[src/rtl/cpu_control_pkg.sv]
// cpu_ctrl_pkg: shared widths, opcode constants, opcode field positions,
// instruction classes and controller state encoding for cpu_control.
package cpu_ctrl_pkg;

   localparam int unsigned AW     = 8;  // address / instruction byte width
   localparam int unsigned OP_MSB = 7;  // opcode field IR[7:4]
   localparam int unsigned OP_LSB = 4;
   localparam int unsigned FN_MSB = 3;  // ALU function field IR[3:0]
   localparam int unsigned FN_LSB = 0;
   localparam int unsigned OPW    = OP_MSB - OP_LSB + 1;
   localparam int unsigned FNW    = FN_MSB - FN_LSB + 1;

   localparam logic [OPW-1:0] OP_NOP = 4'h0;
   localparam logic [OPW-1:0] OP_ALU = 4'h1;
   localparam logic [OPW-1:0] OP_JMP = 4'h8;
   localparam logic [OPW-1:0] OP_JZ  = 4'h9;
   localparam logic [OPW-1:0] OP_HLT = 4'hF;

   typedef enum logic [2:0] {
      CL_NOP,
      CL_ALU,
      CL_JMP,
      CL_JZ,
      CL_HLT,
      CL_UNDEF
   } iclass_e;

   typedef enum logic [2:0] {
      ST_BOOT,
      ST_FETCH,
      ST_DECODE,
      ST_EXEC,
      ST_FETCH_ADDR,
      ST_JUMP,
      ST_HALT
   } state_e;

endpackage

[src/rtl/cpu_control_if.sv]
// cpu_control_if: memory handshake, PC controls and ALU strobe of the
// mini-CPU sequencer. master = controller side, slave = memory/PC/ALU side.
interface cpu_control_if;
   import cpu_ctrl_pkg::*;

   logic                 mem_req;
   logic                 mem_ack;
   logic [AW-1:0]        mem_rdata;
   logic                 alu_zero;
   logic                 resume;
   logic                 pc_en;
   logic                 pc_jump;
   logic [AW-1:0]        pc_jaddr;
   logic                 alu_en;
   logic [FNW-1:0]       alu_op;
   logic                 halted;
   logic                 illegal;

   modport master (
      input  mem_ack, mem_rdata, alu_zero, resume,
      output mem_req, pc_en, pc_jump, pc_jaddr, alu_en, alu_op, halted, illegal
   );

   modport slave (
      output mem_ack, mem_rdata, alu_zero, resume,
      input  mem_req, pc_en, pc_jump, pc_jaddr, alu_en, alu_op, halted, illegal
   );

endinterface

[src/rtl/cpu_control_decode.sv]
// cpu_ctrl_decode: maps the opcode field IR[7:4] onto an instruction class.
module cpu_ctrl_decode
   import cpu_ctrl_pkg::*;
(
   input  logic [OPW-1:0] opcode_i,
   output iclass_e        cls_c_o
);

   // Opcode lookup; anything not listed is undefined.
   always_comb begin
      cls_c_o = CL_UNDEF;
      case (opcode_i)
         OP_NOP:  cls_c_o = CL_NOP;
         OP_ALU:  cls_c_o = CL_ALU;
         OP_JMP:  cls_c_o = CL_JMP;
         OP_JZ:   cls_c_o = CL_JZ;
         OP_HLT:  cls_c_o = CL_HLT;
         default: cls_c_o = CL_UNDEF;
      endcase
   end

endmodule

[src/rtl/cpu_control.sv]
// cpu_control: multi-cycle fetch/decode/execute sequencer for the mini-CPU.
// Drives the PC enable/jump controls and the ALU strobe; owns IR and TGT.
// Optional: define CPU_CTRL_ILLEGAL_TRAP_EN to trap undefined opcodes into
// HALT with a sticky illegal flag (otherwise they execute as NOP).
module cpu_control
   import cpu_ctrl_pkg::*;
(
   input  logic                 clk,
   input  logic                 areset_n,
   cpu_control_if.master        bus
);

   state_e        state_q, state_d;
   logic [AW-1:0] ir_q, ir_d;
   logic [AW-1:0] tgt_q, tgt_d;
   iclass_e       cls;
   logic          mem_req_c, pc_en_c, pc_jump_c, alu_en_c, halted_c;
`ifdef CPU_CTRL_ILLEGAL_TRAP_EN
   logic          illegal_q, illegal_d;
`endif

   cpu_ctrl_decode u_decode (
      .opcode_i (ir_q[OP_MSB:OP_LSB]),
      .cls_c_o  (cls)
   );

   // State, instruction and jump-target registers.
   always_ff @(posedge clk or negedge areset_n) begin
      if (!areset_n) begin
         state_q   <= ST_BOOT;
         ir_q      <= '0;
         tgt_q     <= '0;
`ifdef CPU_CTRL_ILLEGAL_TRAP_EN
         illegal_q <= 1'b0;
`endif
      end else begin
         state_q   <= state_d;
         ir_q      <= ir_d;
         tgt_q     <= tgt_d;
`ifdef CPU_CTRL_ILLEGAL_TRAP_EN
         illegal_q <= illegal_d;
`endif
      end
   end

   // Next-state and control strobes; pc_en follows mem_ack combinationally.
   always_comb begin
      state_d   = state_q;
      ir_d      = ir_q;
      tgt_d     = tgt_q;
`ifdef CPU_CTRL_ILLEGAL_TRAP_EN
      illegal_d = illegal_q;
`endif
      mem_req_c = 1'b0;
      pc_en_c   = 1'b0;
      pc_jump_c = 1'b0;
      alu_en_c  = 1'b0;
      halted_c  = 1'b0;
      case (state_q)
         ST_BOOT: state_d = ST_FETCH;
         ST_FETCH: begin
            mem_req_c = 1'b1;
            if (bus.mem_ack) begin
               ir_d    = bus.mem_rdata;
               pc_en_c = 1'b1;
               state_d = ST_DECODE;
            end
         end
         ST_DECODE: begin
            case (cls)
               CL_NOP:        state_d = ST_FETCH;
               CL_ALU:        state_d = ST_EXEC;
               CL_JMP, CL_JZ: state_d = ST_FETCH_ADDR;
               CL_HLT:        state_d = ST_HALT;
               CL_UNDEF: begin
`ifdef CPU_CTRL_ILLEGAL_TRAP_EN
                  illegal_d = 1'b1;
                  state_d   = ST_HALT;
`else
                  state_d   = ST_FETCH;
`endif
               end
               default:       state_d = ST_FETCH;
            endcase
         end
         ST_EXEC: begin
            alu_en_c = 1'b1;
            state_d  = ST_FETCH;
         end
         ST_FETCH_ADDR: begin
            mem_req_c = 1'b1;
            if (bus.mem_ack) begin
               tgt_d   = bus.mem_rdata;
               pc_en_c = 1'b1;
               state_d = ST_JUMP;
            end
         end
         ST_JUMP: begin
            // Not taken: PC already points past the address byte.
            if (cls == CL_JMP || (cls == CL_JZ && bus.alu_zero)) begin
               pc_en_c   = 1'b1;
               pc_jump_c = 1'b1;
            end
            state_d = ST_FETCH;
         end
         ST_HALT: begin
            halted_c = 1'b1;
            if (bus.resume) state_d = ST_FETCH;
         end
         default: state_d = ST_BOOT;
      endcase
   end

   assign bus.mem_req  = mem_req_c;
   assign bus.pc_en    = pc_en_c;
   assign bus.pc_jump  = pc_jump_c;
   assign bus.pc_jaddr = tgt_q;
   assign bus.alu_en   = alu_en_c;
   assign bus.alu_op   = ir_q[FN_MSB:FN_LSB];
   assign bus.halted   = halted_c;
`ifdef CPU_CTRL_ILLEGAL_TRAP_EN
   assign bus.illegal  = illegal_q;
`else
   assign bus.illegal  = 1'b0;
`endif

endmodule
[src/flat_wrapper.sv]
// flat-port wrapper written by rule: the top's interface ports become plain ports
module cpu_control_flat import cpu_ctrl_pkg::*;
  (clk, areset_n, bus_mem_ack, bus_mem_rdata, bus_alu_zero, bus_resume, bus_mem_req, bus_pc_en, bus_pc_jump, bus_pc_jaddr, bus_alu_en, bus_alu_op, bus_halted, bus_illegal);
  cpu_control_if bus_i ();
  input  logic clk;
  input  logic areset_n;
  input wire logic [$bits(bus_i.mem_ack)-1:0] bus_mem_ack;
  input wire logic [$bits(bus_i.mem_rdata)-1:0] bus_mem_rdata;
  input wire logic [$bits(bus_i.alu_zero)-1:0] bus_alu_zero;
  input wire logic [$bits(bus_i.resume)-1:0] bus_resume;
  output wire logic [$bits(bus_i.mem_req)-1:0] bus_mem_req;
  output wire logic [$bits(bus_i.pc_en)-1:0] bus_pc_en;
  output wire logic [$bits(bus_i.pc_jump)-1:0] bus_pc_jump;
  output wire logic [$bits(bus_i.pc_jaddr)-1:0] bus_pc_jaddr;
  output wire logic [$bits(bus_i.alu_en)-1:0] bus_alu_en;
  output wire logic [$bits(bus_i.alu_op)-1:0] bus_alu_op;
  output wire logic [$bits(bus_i.halted)-1:0] bus_halted;
  output wire logic [$bits(bus_i.illegal)-1:0] bus_illegal;
  assign bus_i.mem_ack = bus_mem_ack;
  assign bus_i.mem_rdata = bus_mem_rdata;
  assign bus_i.alu_zero = bus_alu_zero;
  assign bus_i.resume = bus_resume;
  assign bus_mem_req = bus_i.mem_req;
  assign bus_pc_en = bus_i.pc_en;
  assign bus_pc_jump = bus_i.pc_jump;
  assign bus_pc_jaddr = bus_i.pc_jaddr;
  assign bus_alu_en = bus_i.alu_en;
  assign bus_alu_op = bus_i.alu_op;
  assign bus_halted = bus_i.halted;
  assign bus_illegal = bus_i.illegal;
  cpu_control u_core (.clk(clk), .areset_n(areset_n), .bus(bus_i));
endmodule
[config.mk]
export PLATFORM = sky130hd
export DESIGN_NAME = cpu_control_flat
export DESIGN_NICKNAME = d
export VERILOG_FILES = /design/src/rtl/cpu_control_pkg.sv /design/src/rtl/cpu_control_if.sv /design/src/rtl/cpu_control_decode.sv /design/src/rtl/cpu_control.sv /design/src/flat_wrapper.sv
export SDC_FILE = /design/constraint.sdc
export NUM_CORES = 1
export LEC_CHECK = 0
export CORE_ASPECT_RATIO = 1.1
export CORE_MARGIN = 2
export CORE_UTILIZATION = 47
export CTS_CLUSTER_DIAMETER = 50
export DETAILED_ROUTE_END_ITERATION = 8
export PLACE_DENSITY_LB_ADDON = 0.3
export SYNTH_ARGS = -nofsm -noshare
export SYNTH_HDL_FRONTEND = slang
export SYNTH_HIERARCHICAL = 1
export SYNTH_SLANG_ARGS = --single-unit
[constraint.sdc]
create_clock -name clk -period 2.31 [get_ports clk]
set_input_delay 0.231 -clock clk [delete_from_list [all_inputs] [get_ports clk]]
set_output_delay 0.231 -clock clk [all_outputs]
set_load 0.01 [all_outputs]
Word level (Yosys, flattened, before mapping)
Index checks and enable logic that the tools add are counted. Widths: inputs -> output; s select.

Bits in registers: 19. Bits of input ports: 13. Output and inout bits: 18.

Eq/ne operators: 17. Muxes and demuxes: 13. Reductions and logical operators: 10.

Operators by type and width (count): $pmux 3 s5 (2); $eq 3x2->1 const B (4); $eq 3x3->1 const B (4); $eq 4x4->1 const B (3); $mux 3 (3); $pmux 3 s3 (1); $eq 3x1->1 const B (2); $mux 1 (6); $ne 2x2->1 const B (3); $eq 4x1->1 const B (1); $logic_not 4->1 (1); $reduce_and 2->1 (2); $reduce_or 2->1 (2); $logic_not 3->1 (1); $reduce_and 3->1 (1); $reduce_or 3->1 (1); $pmux 1 s2 (1); $logic_and 1x1->1 (1); $logic_or 1x1->1 (1).

Longest topological paths before layout
Word-level depth: 7. Mapped depth: 5. Mapped depth without buffers: 5.

By module
Netlist, hierarchy kept.

By module, submodules not included: cpu_control (times used 1, cells an instance 76, area an instance 974.7 µm²); cpu_ctrl_decode (times used 1, cells an instance 5, area an instance 30.0 µm²).

Least setup slack after synthesis
No wires, ideal clock.

Kind: reg-to-output. Start point: reg u_core.ir_q[5]. End point: out bus_pc_en. Data arrival time: 1.353 ns. Data required time: 2.079 ns. Setup slack: 0.726 ns. Stages on the path, launching flop included: 6. Buffers on the path: 0. Cells stage by stage: dfrtp_1 > or2_4 > nor2_1 > nor2b_1 > o2111ai_1 > a21oi_1.

Word-level cells in the longest chain between the ends: 7.

RTL lines: from (decl) (RTL line cpu_control.sv:14) `logic [AW-1:0] ir_q, ir_d;`; from (signal assigned) (RTL line cpu_control.sv:38) `ir_q <= ir_d;`; $eq 4x4->1, or another cell as far along (RTL line cpu_control_decode.sv:12) `case (opcode_i)`; $pmux 3 s5 * (RTL line cpu_control_decode.sv:12); net u_core.cls[2] (RTL line cpu_control.sv:16) `iclass_e cls;`; $eq 3x2->1 (RTL line cpu_control.sv:100) `if (cls == CL_JMP || (cls == CL_JZ && bus.alu_zero)) begin`; $logic_and 1x1->1 (RTL line cpu_control.sv:100); $logic_or 1x1->1 * (RTL line cpu_control.sv:100); $mux 1 * (RTL line cpu_control.sv:100); $pmux 1 s2 * (RTL line cpu_control.sv:59) `case (state_q)`; to (decl) (RTL line flat_wrapper.sv:12) `output wire logic [$bits(bus_i.pc_en)-1:0] bus_pc_en;`.

The timed path passes the listed nets; every way through them passes the cells marked *.

Worst setup path in the final report
Ends and elaborated chain as after synthesis.

==> flow_summary.yaml <==
finish:
  antennaDiodeCount: 0
  area_growth_syn_to_layout_pct: 28.1
  post_route_standard_cell_area_excluding_fillers_sq_um: 1290
  share_of_post_route_cells_with_drive_strength_above_1: 0.171
  final_net_count: 119
  final_cells: 133
placed_design:
  placedInstanceArea_sq_um: 1250
  place.port_buffers: 29
  gpl.final_weighted_congestion: 0.783
  pre_cts_slack_ns: 0.135
  dpl.cell_count: 129
  dp.final_hpwl_microns: 1310
detailed_routing:
  drt-initial-drc-count: 7
  routed_wire_length_microns: 1830
  detailroute.via_count: 691
  detail_route.wl_per_cell_microns: 13.7
  routed_via_density: 5.20
  route.antenna.remaining_nets: 0
  drt_pre_antenna_iters: 5
  drc_errors: 0
worst_hold_path:
  hp-class: "in2async"
yosys:
  yosysSeqAreaShare: 0.473
  synth_cells: 81
  synth.lib_cells_used.distinct: 32
  synth-async-reset-ratio: 1.00
  syn_area_sq_um: 1000
  register_bit_total_from_synthesis: 19
  synth_edf_count: 0
  dominantRegCellSynth: "sky130_fd_sc_hd__dfrtp_1"
  synthesis.nets: 94
  yosys_warning_total: 6
  post_synth.cell_area_avg_sq_um: 12.4
sta:
  hold_viol_final: 0
  layout_setup_ws_ns: 0.146
  rsz0062_at_grt: "false"
  report.final.setup_viol: 0
  fmax_mhz: 462
  post-route-min-period_ns: 2.16
  max-slew-margin-rel: 0.636
  worstMarginPinSlew_ns: 0.546
  final.setup.tns_ns: 0
  final_min_period_over_clock_period: 0.937
  drv_slew: 0
  worst_clock_skew_ns: 0.00569
die:
  ioPinCount: 31
  core.rowCount: 17
  die_area_sq_um: 2520
  chipHeight_microns: 52.5
  initial_core_utilization: 0.497
  chipWidth_microns: 48.1
  placeableCoreArea_sq_um: 2020
grt:
  first_global_vias: 667
  grt_start_max_net_pins: 20
  global_route.usage.total: 0.171
  grt_remaining_overflow: 0
  grt_pass1_wl_microns: 2880
  initial_antenna_violation_count: 0
clock_tree:
  cts-buffers-inserted: 3
  post-cts-setup-buffers: 0
  clkLatencyLatePin_ns: 0.30
  tritoncts_clock_tree: "built"
  cts.sinks: 19
  ctsHoldBuffers: 0
  worst_setup_hold_path_clk_slew_ns: 0.10
  cts-htree-levels: 1
  cts-root-buf: "sky130_fd_sc_hd__clkbuf_4"
  clk_path_buf_depth: 2
worst_setup_path:
  critical_path_data_arrival_time_ns: 1.93
  cp.required_ns: 2.08
  worst-path-max-fanout: 5
  worstSetupPathType: "reg2out"
  startpoint_type: "register"
  crit_path_end_kind: "output port"
pwr:
  power_leakage_uw: 0.000559
  irDropWorstVdd_uv: 558
  switching_share: 0.338
  power.net_switching_uw: 488
  cellInternalPower_uw: 958
  share_comb_of_total_power: 0.474
  p_per_area_nw_per_um2: 1120
  p_seq_frac: 0.410
  portion_of_total_power_attributed_to_the_clock_network: 0.115
flow_run:
  cap_violations: 0
status:
  run_status: "finished clean"
-- sequential cells by signal, indices dropped and copies added, names as in the netlist --
| signal | count |
|---|---|
| u_core/bus.pc_jaddr | 8 |
| u_core/ir_q | 8 |
| u_core/state_q | 3 |
-- logic make-up after synthesis --
group | count (synthesis) | synth area share
compound gates | 7 | 0.0585
xor+xnor | 1 | 0.00872
buf+inv | 14 | 0.0984
flops | 19 | 0.473
mux | 16 | 0.209
other cells | 1 | 0.00373
simple gates | 23 | 0.148
-- power by group through the flow --
stage	clock, uW	combinational, uW	sequential (uW)
6_report	167	686	593
5_1_grt	191	742	616
4_1_cts	174	691	594
2_1_floorplan	0	484	560
3_3_place_gp	0	669	590
3_5_place_dp	0	677	600
-- cells in the final DEF, fill, tap and decap left out, types with 2 or more instances in the layout --
cell,n
sky130_fd_sc_hd__clkbuf_4,3
sky130_fd_sc_hd__clkdlybuf4s50_1,27
sky130_fd_sc_hd__dfrtp_1,19
sky130_fd_sc_hd__dlygate4sd2_1,2
sky130_fd_sc_hd__inv_1,4
sky130_fd_sc_hd__mux2_1,7
sky130_fd_sc_hd__mux2_4,8
sky130_fd_sc_hd__nand2b_1,2
sky130_fd_sc_hd__nor2_1,6
sky130_fd_sc_hd__nor2b_4,2
sky130_fd_sc_hd__nor4_1,2
-- through the flow --
stage | total power, uW | hold slack (ns) | util
6_report | 1450 | 0.254 | 0.637
3_5_place_dp | 1280 | 0.478 | 0.620
4_1_cts | 1460 | 0.255 | 0.637
2_1_floorplan | 1040 | -0.0646 | -
3_3_place_gp | 1260 | 0.470 | 0.620
5_1_grt | 1550 | 0.263 | 0.637
-- layer usage --
layer,GRT usage,vias to the layer above,wire length (microns)
li1,-,322,-
met2,0.289,28,932
met4,0.122,0,57
met5,0,-,0
met3,0.0310,5,92
met1,0.181,336,745
-- area by class of cell --
cell class	instances	area (sq um)
Multi-Input combinational cell	48	440
Tap cell	28	35.0
Fill cell	171	733
Sequential cell	19	475
Inverter	4	15.0
Clock buffer	4	26.3
Timing Repair Buffer	30	295
-- worst paths after layout --
path	start	endpoint	slack [ns]	depth (start not counted)
min	areset_n	u_core/bus.pc_jaddr[4]	0.25	2
max reg2reg	u_core/state_q[2]	u_core/bus.pc_jaddr[3]	0.59	3
min reg2reg	u_core/ir_q[0]	u_core/ir_q[0]	0.50	1
max in group asynchronous	areset_n	u_core/ir_q[0]	1.86	2
max	u_core/ir_q[5]	bus_pc_en	0.15	6
min in group clk	u_core/ir_q[0]	u_core/ir_q[0]	0.50	1
-- worst max-delay path: stages (launching register included) --
cell	delay [ns]
sky130_fd_sc_hd__dfrtp_1	0.41
sky130_fd_sc_hd__or2_4	0.29
sky130_fd_sc_hd__nor2_2	0.15
sky130_fd_sc_hd__nor2b_4	0.19
sky130_fd_sc_hd__o2111ai_1	0.15
sky130_fd_sc_hd__a21oi_1	0.16
sky130_fd_sc_hd__dlygate4sd2_1	0.29
-- Yosys cell counts (2+ instances only) --
master                     instances  area [sq um]
sky130_fd_sc_hd__buf_4             6          45.0
sky130_fd_sc_hd__buf_6             3          33.8
sky130_fd_sc_hd__dfrtp_1          19           475
sky130_fd_sc_hd__inv_1             4          15.0
sky130_fd_sc_hd__mux2_1            7          78.8
sky130_fd_sc_hd__mux2_4            8           120
sky130_fd_sc_hd__nand2b_1          2          12.5
sky130_fd_sc_hd__nor2_1            7          26.3
sky130_fd_sc_hd__nor4_1            2          12.5
-- timing repair --
item                                    4_1_cts  5_1_grt
gates resized for setup                       5        0
endpoints found under the hold margin         0        0
endpoints found under the setup margin        2        0
(Power assumes the default switching activity.)
